`src/rtl/bit_serializer_if.sv`:
```
// ---------------------------------------------------------------------------
// bit_serializer_if
// Groups the word handshake and the serial stream of bit_serializer.
//   master : upstream/test side. It drives din and din_valid and observes the rest.
//   slave  : serializer side. It accepts din and din_valid and drives din_ready,
//            x, x_valid, last, busy and word_cnt.
// ---------------------------------------------------------------------------
interface bit_serializer_if #(
    parameter int WIDTH = 8
);
    logic [WIDTH-1:0] din;
    logic             din_valid;
    logic             din_ready;
    logic             x;
    logic             x_valid;
    logic             last;
    logic             busy;
    logic [15:0]      word_cnt;

    modport master (
        output din, din_valid,
        input  din_ready, x, x_valid, last, busy, word_cnt
    );

    modport slave (
        input  din, din_valid,
        output din_ready, x, x_valid, last, busy, word_cnt
    );
endinterface

```
`src/rtl/bit_serializer.sv`:
```
// ---------------------------------------------------------------------------
// bit_serializer
// Parallel-to-serial stage that feeds the sequence detector. The block takes
// WIDTH-bit words over a valid/ready handshake and shifts them out MSB-first,
// one bit per clk. When the next word is presented during the LSB cycle it
// streams directly behind the current word, with no idle bit between them.
//
// Ports:
//   clk  : clock. All state updates on posedge.
//   rst  : synchronous active-high reset. It takes priority over an accept.
//   bus  : bit_serializer_if.slave
//          din/din_valid  in  : parallel word and its valid.
//          din_ready      out : a word can be accepted this cycle.
//          x              out : serial bit, or IDLE_BIT when not shifting.
//          x_valid, busy  out : x carries a data bit.
//          last           out : x carries the LSB of the current word.
//          word_cnt       out : completed-word count. It wraps at 16 bits.
// ---------------------------------------------------------------------------
module bit_serializer #(
    parameter int   WIDTH    = 8,
    parameter logic IDLE_BIT = 1'b0
) (
    input  logic              clk,
    input  logic              rst,
    bit_serializer_if.slave   bus
);
    localparam int CW = $clog2(WIDTH);

    typedef enum logic {
        S_IDLE  = 1'b0,
        S_SHIFT = 1'b1
    } state_t;

    state_t          r_state;
    logic [WIDTH-1:0] r_shreg;
    logic [CW-1:0]    r_cnt;      // remaining bits minus 1
    logic [15:0]      r_word_cnt;

    logic w_shift;
    logic w_last;
    logic w_ready;
    logic w_accept;

    // Every output is decoded from registers only. din and din_valid affect
    // only the next state, so the detector never sees a combinational path.
    assign w_shift  = (r_state == S_SHIFT);
    assign w_last   = w_shift && (r_cnt == '0);
    assign w_ready  = !w_shift || w_last;
    assign w_accept = bus.din_valid && w_ready;

    always_ff @(posedge clk) begin
        if (rst) begin
            r_state    <= S_IDLE;
            r_shreg    <= '0;
            r_cnt      <= '0;
            r_word_cnt <= '0;
        end else begin
            if (w_accept) begin
                // An accept during the LSB cycle overrides the return to IDLE.
                // The next MSB therefore follows without a gap.
                r_shreg <= bus.din;
                r_cnt   <= CW'(WIDTH - 1);
                r_state <= S_SHIFT;
            end else if (w_shift) begin
                if (r_cnt != '0) begin
                    r_shreg <= {r_shreg[WIDTH-2:0], 1'b0};
                    r_cnt   <= r_cnt - CW'(1);
                end else begin
                    r_state <= S_IDLE;
                end
            end
            // A word completes on its LSB edge, whether or not a new word loads.
            if (w_last)
                r_word_cnt <= r_word_cnt + 16'd1;
        end
    end

    assign bus.x         = w_shift ? r_shreg[WIDTH-1] : IDLE_BIT;
    assign bus.x_valid   = w_shift;
    assign bus.busy      = w_shift;
    assign bus.last      = w_last;
    assign bus.din_ready = w_ready;
    assign bus.word_cnt  = r_word_cnt;
endmodule

```
`src/flat_wrapper.sv`:
```
// flat-port wrapper written by rule: the top's interface ports become plain ports
module bit_serializer_flat 
#(
    parameter int   WIDTH    = 8,
    parameter logic IDLE_BIT = 1'b0
)
  (clk, rst, bus_din, bus_din_valid, bus_din_ready, bus_x, bus_x_valid, bus_last, bus_busy, bus_word_cnt);
  bit_serializer_if #(.WIDTH(WIDTH)) bus_i ();
  input  logic clk;
  input  logic rst;
  input wire logic [$bits(bus_i.din)-1:0] bus_din;
  input wire logic [$bits(bus_i.din_valid)-1:0] bus_din_valid;
  output wire logic [$bits(bus_i.din_ready)-1:0] bus_din_ready;
  output wire logic [$bits(bus_i.x)-1:0] bus_x;
  output wire logic [$bits(bus_i.x_valid)-1:0] bus_x_valid;
  output wire logic [$bits(bus_i.last)-1:0] bus_last;
  output wire logic [$bits(bus_i.busy)-1:0] bus_busy;
  output wire logic [$bits(bus_i.word_cnt)-1:0] bus_word_cnt;
  assign bus_i.din = bus_din;
  assign bus_i.din_valid = bus_din_valid;
  assign bus_din_ready = bus_i.din_ready;
  assign bus_x = bus_i.x;
  assign bus_x_valid = bus_i.x_valid;
  assign bus_last = bus_i.last;
  assign bus_busy = bus_i.busy;
  assign bus_word_cnt = bus_i.word_cnt;
  bit_serializer #(.WIDTH(WIDTH), .IDLE_BIT(IDLE_BIT)) u_core (.clk(clk), .rst(rst), .bus(bus_i));
endmodule
```
`config.mk`:
```
export PLATFORM = sky130hd
export DESIGN_NAME = bit_serializer_flat
export DESIGN_NICKNAME = d
export VERILOG_FILES = /design/src/rtl/bit_serializer_if.sv /design/src/rtl/bit_serializer.sv /design/src/flat_wrapper.sv
export SDC_FILE = /design/constraint.sdc
export NUM_CORES = 1
export LEC_CHECK = 0
export ABC_CLOCK_PERIOD_IN_PS = 3700
export CELL_PAD_IN_SITES_DETAIL_PLACEMENT = 0
export CELL_PAD_IN_SITES_GLOBAL_PLACEMENT = 1
export CORE_MARGIN = 2
export CORE_UTILIZATION = 48
export CTS_CLUSTER_DIAMETER = 60
export DETAILED_ROUTE_END_ITERATION = 10
export DONT_BUFFER_PORTS = 1
export PLACE_DENSITY = 0.8
export SLEW_MARGIN = 20
export SYNTH_ARGS = -nofsm -noshare
export SYNTH_HDL_FRONTEND = slang
export SYNTH_SLANG_ARGS = --single-unit
export TNS_END_PERCENT = 30
```
`constraint.sdc`:
```
create_clock -name clk -period 3.7 [get_ports clk]
set_clock_uncertainty 0.1 [all_clocks]
set_input_delay 0.74 -clock clk [delete_from_list [all_inputs] [get_ports clk]]
set_output_delay 0.74 -clock clk [all_outputs]
set_load 0.05 [all_outputs]
```
# Word level (Yosys, flattened, before mapping)
# Cells that the tools add are included.
word_totals:
  reg_bits: 28
  inputBits: 11
  output_inout_bits: 21
  elab_cells: 25
classes:
  n_addsub: 2
  mux: 10
  reduce_logical: 9
op_table:
  columns: ["op", "count"]
  rows:
  - ["$mux W8", 3]
  - ["$add A16 B1 Y16 const B", 1]
  - ["$mux W3", 3]
  - ["$mux W1", 4]
  - ["$reduce_bool A2 Y1", 2]
  - ["$logic_not A3 Y1", 1]
  - ["$reduce_bool A3 Y1", 1]
  - ["$sub A3 B1 Y3 const B", 1]
  - ["$logic_and A1 B1 Y1", 2]
  - ["$reduce_and A2 Y1", 1]
  - ["$logic_not A1 Y1", 1]
  - ["$logic_or A1 B1 Y1", 1]

# Logic depth before layout (Yosys ltp)
logic_depth:
  depth_word: 6
  ltp_mapped: 9
  depth_no_buf: 7

# Worst setup path before layout
# Ideal clock, no wire load.
synth_path:
  path_type: "reg2out"
  startpoint: "reg u_core.r_state (netlist: u_core.bus.busy)"
  endpoint: "out bus_last"
  t_arrival_ps: 1406
  required_time_ps: 2860
  slack_ps: 1454
  stages_incl_launch_ff: 3
  path_buffers: 1
  path_cell_list: "dfxtp_1 > and2_1 > clkbuf_1"
synth_via:
  elab_chain_cells: 1
synth_rtl:
  columns: ["element", "line", "source"]
  rows:
  - ["start: declaration", "bit_serializer.sv:34", "state_t r_state;"]
  - ["start signal: assignment", "bit_serializer.sv:53", "r_state <= S_IDLE;"]
  - ["start signal: assignment", "bit_serializer.sv:63", "r_state <= S_SHIFT;"]
  - ["start signal: assignment", "bit_serializer.sv:69", "r_state <= S_IDLE;"]
  - ["$logic_and A1 B1 Y1", "bit_serializer.sv:47", "assign w_last = w_shift && (r_cnt == '0);"]
  - ["end: declaration", "flat_wrapper.sv:16", "output wire logic [$bits(bus_i.last)-1:0] bus_last;"]
# Every way passes these cells.

# Worst setup path in the final report
layout_path:
  startpoint: "reg u_core.r_cnt[0]"
  endpoint: "out bus_din_ready"
layout_via:
  elab_chain_cells: 3
layout_rtl:
  columns: ["element", "line", "source"]
  rows:
  - ["start: declaration", "bit_serializer.sv:36", "logic [CW-1:0] r_cnt;"]
  - ["start signal: assignment", "bit_serializer.sv:62", "r_cnt <= CW'(WIDTH - 1);"]
  - ["start signal: assignment", "bit_serializer.sv:67", "r_cnt <= r_cnt - CW'(1);"]
  - ["$logic_not A3 Y1", "bit_serializer.sv:47", null]
  - ["$logic_and A1 B1 Y1", "bit_serializer.sv:47", null]
  - ["$logic_or A1 B1 Y1", "bit_serializer.sv:48", "assign w_ready = !w_shift || w_last;"]
  - ["end: declaration", "flat_wrapper.sv:13", "output wire logic [$bits(bus_i.din_ready)-1:0] bus_din_ready;"]
# Every way passes these cells.

==> metrics.md <==
| Metric | Value |
|---|---|
| # port buffers | `0` |
| Worst reg2reg endpoint | `u_core.r_shreg[1]$_SDFFE_PP0P_` |
| Final Hold Vio Count | `0` |
| DRC | `0` |
| Antenna viol nets, final | `0` |
| Clock buffer depth | `2` |
| Hold worst-path end | `u_core.r_shreg[5]$_SDFFE_PP0P_` |
| Kind of critical path | `reg -> out` |
| ANT cells | `0` |
| CP Launch Type | `register` |
| Worst setup EP type | `primary output` |
| Clk root buf | `clkbuf_4` |
| CP max stage cell | `inv_1` |
| DRT iter0 DRCs | `8` |
| Max VDD drop | `about 0.28 mV` |
| Clock latency at the later pin of the worst-skew pair | `320 ps` |
| Post-synthesis sequential area ratio | `~45%` |
| Slew HR | `47.9%` |
| Cells along the critical path | `inv_1, ha_1, ha_1, nor2b_1, inv_1` |
| Post-route minimum period | `2950 ps` |
| Setup-failing EPs final | `0` |
| R2R depth | `7` |
| Worst hold stages | `1` |
| Final period util | `between 70% and 80%` |
| Die footprint | `between 3000 and 4000 um^2` |
| Final net count | `about 140` |
| Final slew viol count | `0` |
| Post CTS Setup Buffer Count | `0` |
| Top_reg_cell synth | `dfxtp_1` |
| Cells after Synth | `134` |
| Placer Congestion | `0.665` |
| Family with the most delay on the worst path | `buffers and inverters` |
| Hold buffer count at CTS | `0` |
| F_max | `339 MHz` |
| Clk network pwr share | `roughly 28%` |
| EDFF count, synth | `0` |
| Non-filler cells, final | `159` |
| Least-Margin Pin Slew | `about 780 ps` |
| Synth warn | `0` |
| Drt pass-1 iters | `4` |
| Max_cap viols | `0` |
| Final WL | `about 2200 um` |
| Cells after DPL | `between 150 and 200` |
| GRT Resource Usage Total | `between 10% and 20%` |
| Clock sink count | `28` |
| Synth Cell Area | `1240 um^2` |
| Worst hold slack | `roughly 370 ps` |
| Logic pwr share | `10.1%` |
| Cell Rows | `18` |
| Layout cells sized above 1 | `between 6 and 7%` |
| Post-CTS sizing | `0` |
| Worst r2r src | `u_core.r_cnt[0]$_SDFFE_PP0P_` |
| Core Area | `~2500 um^2` |
| Syn_area_per_cell | `9.28 um^2` |
| DIE HEIGHT | `~55 um` |
| Critical path arrival | `2110 ps` |
| Hold_sp | `rst` |
| Ys async rst share | `0%` |
| Total CTS buffers | `3` |
| Seq cells post-synth | `28` |
| Total chip power | `about 0.53 mW` |
| R2R setup slack | `about 1400 ps` |
| WP data required | `2860 ps` |
| Syn_nets | `148` |
| RSZ-0062 raised after global routing | `false` |
| Fin Setup TNS | `0 ps` |
| Sequential share of power | `62.2%` |
| Filler cell count | `260` |
| CTS tree | `done` |
| Initial antenna violation count | `0` |
| Area growth, synth to finish | `2.31%` |
| Leakage | `roughly 0.5 nW` |
| Switching power | `between 0.1 and 0.15 mW` |
| Vias in the first global route | `roughly 800` |
| First-pass GRT wire length | `between 3000 and 4000 um` |
| Reg clk slew, reported paths | `150 ps` |
| H-tree depth | `1` |
| Status | `finished clean` |
| Switching share of power | `between 20% and 30%` |
| Worst Path Max Fanout | `15` |
| Worst slack, placed | `1130 ps` |
| Die W | `about 55 um` |
| WL per Instance | `~14 um` |
| Internal Power | `a little under 0.4 mW` |
| Initial Utilization | `~50%` |
| Via/cell ratio | `5.57` |
| Worst Hold Class | `in -> reg` |
| Routed via count | `between 800 and 900` |
| Largest net degree at the start of global routing | `29` |
| GR Overflow Total | `0` |
| Post-synthesis cell type count | `28` |
| DP Wirelength | `roughly 1600 um` |
| Pwr Density | `419 nW/um^2` |
| Buf+Inv Stages, Crit Path | `2` |
| Peak per-stage delay on the critical path | `~520 ps` |
| Ports | `32` |
| Setup slack after layout | `746 ps` |
cell type report:
| type | instances | area [um^2] | share of cell area, % |
|---|---|---|---|
| clock buffer | 4 | 36.3 | 2.85 |
| inverter | 4 | 15.0 | 1.18 |
| multi-input combinational | 92 | 616 | 48.4 |
| sequential | 28 | 561 | 44.1 |
| tap | 30 | 37.5 | 2.95 |
| timing repair buffer | 1 | 7.51 | 0.590 |
cell families (layout without fill, tap and decap cells):
| logic type | count (synthesis) | in the layout | synth area share, % |
|---|---|---|---|
| AO/OA/AOI/OAI | 16 | 16 | 8.85 |
| XOR/XNOR | 12 | 12 | 8.45 |
| adder cells (fa/ha/maj) | 3 | 3 | 3.02 |
| buffers and inverters | 14 | 9 | 5.43 |
| flip-flops | 28 | 28 | 45.1 |
| multiplexers | 9 | 9 | 7.24 |
| AND/OR/NAND/NOR | 52 | 52 | 21.9 |
cell usage in the layout (no fill, tap or decap), types with 4 or more instances in the layout:
cell type	Yosys	layout
inv_1	4	4
xor2_1	11	11
nand4_1	6	6
nor3_1	4	4
nand2_1	4	4
mux2i_1	9	9
dfxtp_1	28	28
a211oi_1	10	10
nor2_1	22	22
metal layers:
| layer | vias up | GRT usage, % | wire (um) |
|---|---|---|---|
| met1 | 406 | 18.0 | 946 |
| met5 | - | 0 | 0 |
| met3 | 2 | 4.84 | 159 |
| li1 | 459 | - | - |
| met2 | 19 | 25.8 | 1040 |
| met4 | 0 | 7.32 | 14 |
worst max path at each step:
stage,slack [ps],endpoint,startpoint,cells after the start
6_report,750,bus_din_ready,u_core.r_cnt[0]$_SDFFE_PP0P_,5
5_1_grt,570,bus_din_ready,u_core.r_cnt[0]$_SDFFE_PP0P_,5
4_1_cts,730,bus_din_ready,u_core.r_cnt[0]$_SDFFE_PP0P_,5
3_5_place_dp,1130,bus_din_ready,u_core.r_cnt[0]$_SDFFE_PP0P_,5
3_3_place_gp,1160,bus_din_ready,u_core.r_cnt[0]$_SDFFE_PP0P_,5
2_1_floorplan,1450,bus_last,u_core.bus.busy$_SDFF_PP0_,2
synthesized netlist by cell type, types with 2 or more instances:
cell / count / share of area [%]
dfxtp_1: 28 / 45
nor2_1: 22 / 6.6
xor2_1: 11 / 7.7
a211oi_1: 10 / 6.0
mux2i_1: 9 / 7.2
nand4_1: 6 / 3.0
clkbuf_1: 5 / 1.5
inv_1: 4 / 1.2
nand2_1: 4 / 1.2
nor3_1: 4 / 1.6
a21oi_1: 3 / 1.2
and2_1: 3 / 1.5
and4_1: 3 / 2.1
buf_2: 3 / 1.2
ha_1: 3 / 3.0
nand3_1: 2 / 0.80
o31ai_1: 2 / 1.2
or4_1: 2 / 1.2
registers in the layout (all words and copies together), names as in the netlist:
register / count
u_core.bus.busy: 1
u_core.bus.word_cnt: 16
u_core.r_cnt: 3
u_core.r_shreg: 8
stage by stage:
step                      instance area [um^2]  util, %
after CTS                                 1270     51.4
final                                     1270     51.4
after global routing                      1270     51.4
after global placement                    1240     49.9
after detailed placement                  1240     49.9
after floorplan                           1240        -
power by group through the flow:
stage / Combinational, mW / Sequential (mW) / Clock (mW)
after floorplan: 0.0552 / 0.337 / 0
after global placement: 0.0525 / 0.338 / 0
after detailed placement: 0.0546 / 0.339 / 0
after CTS: 0.0549 / 0.332 / 0.156
after global routing: 0.0592 / 0.334 / 0.165
final: 0.0540 / 0.332 / 0.148
Power figures use the tool's default switching activity.
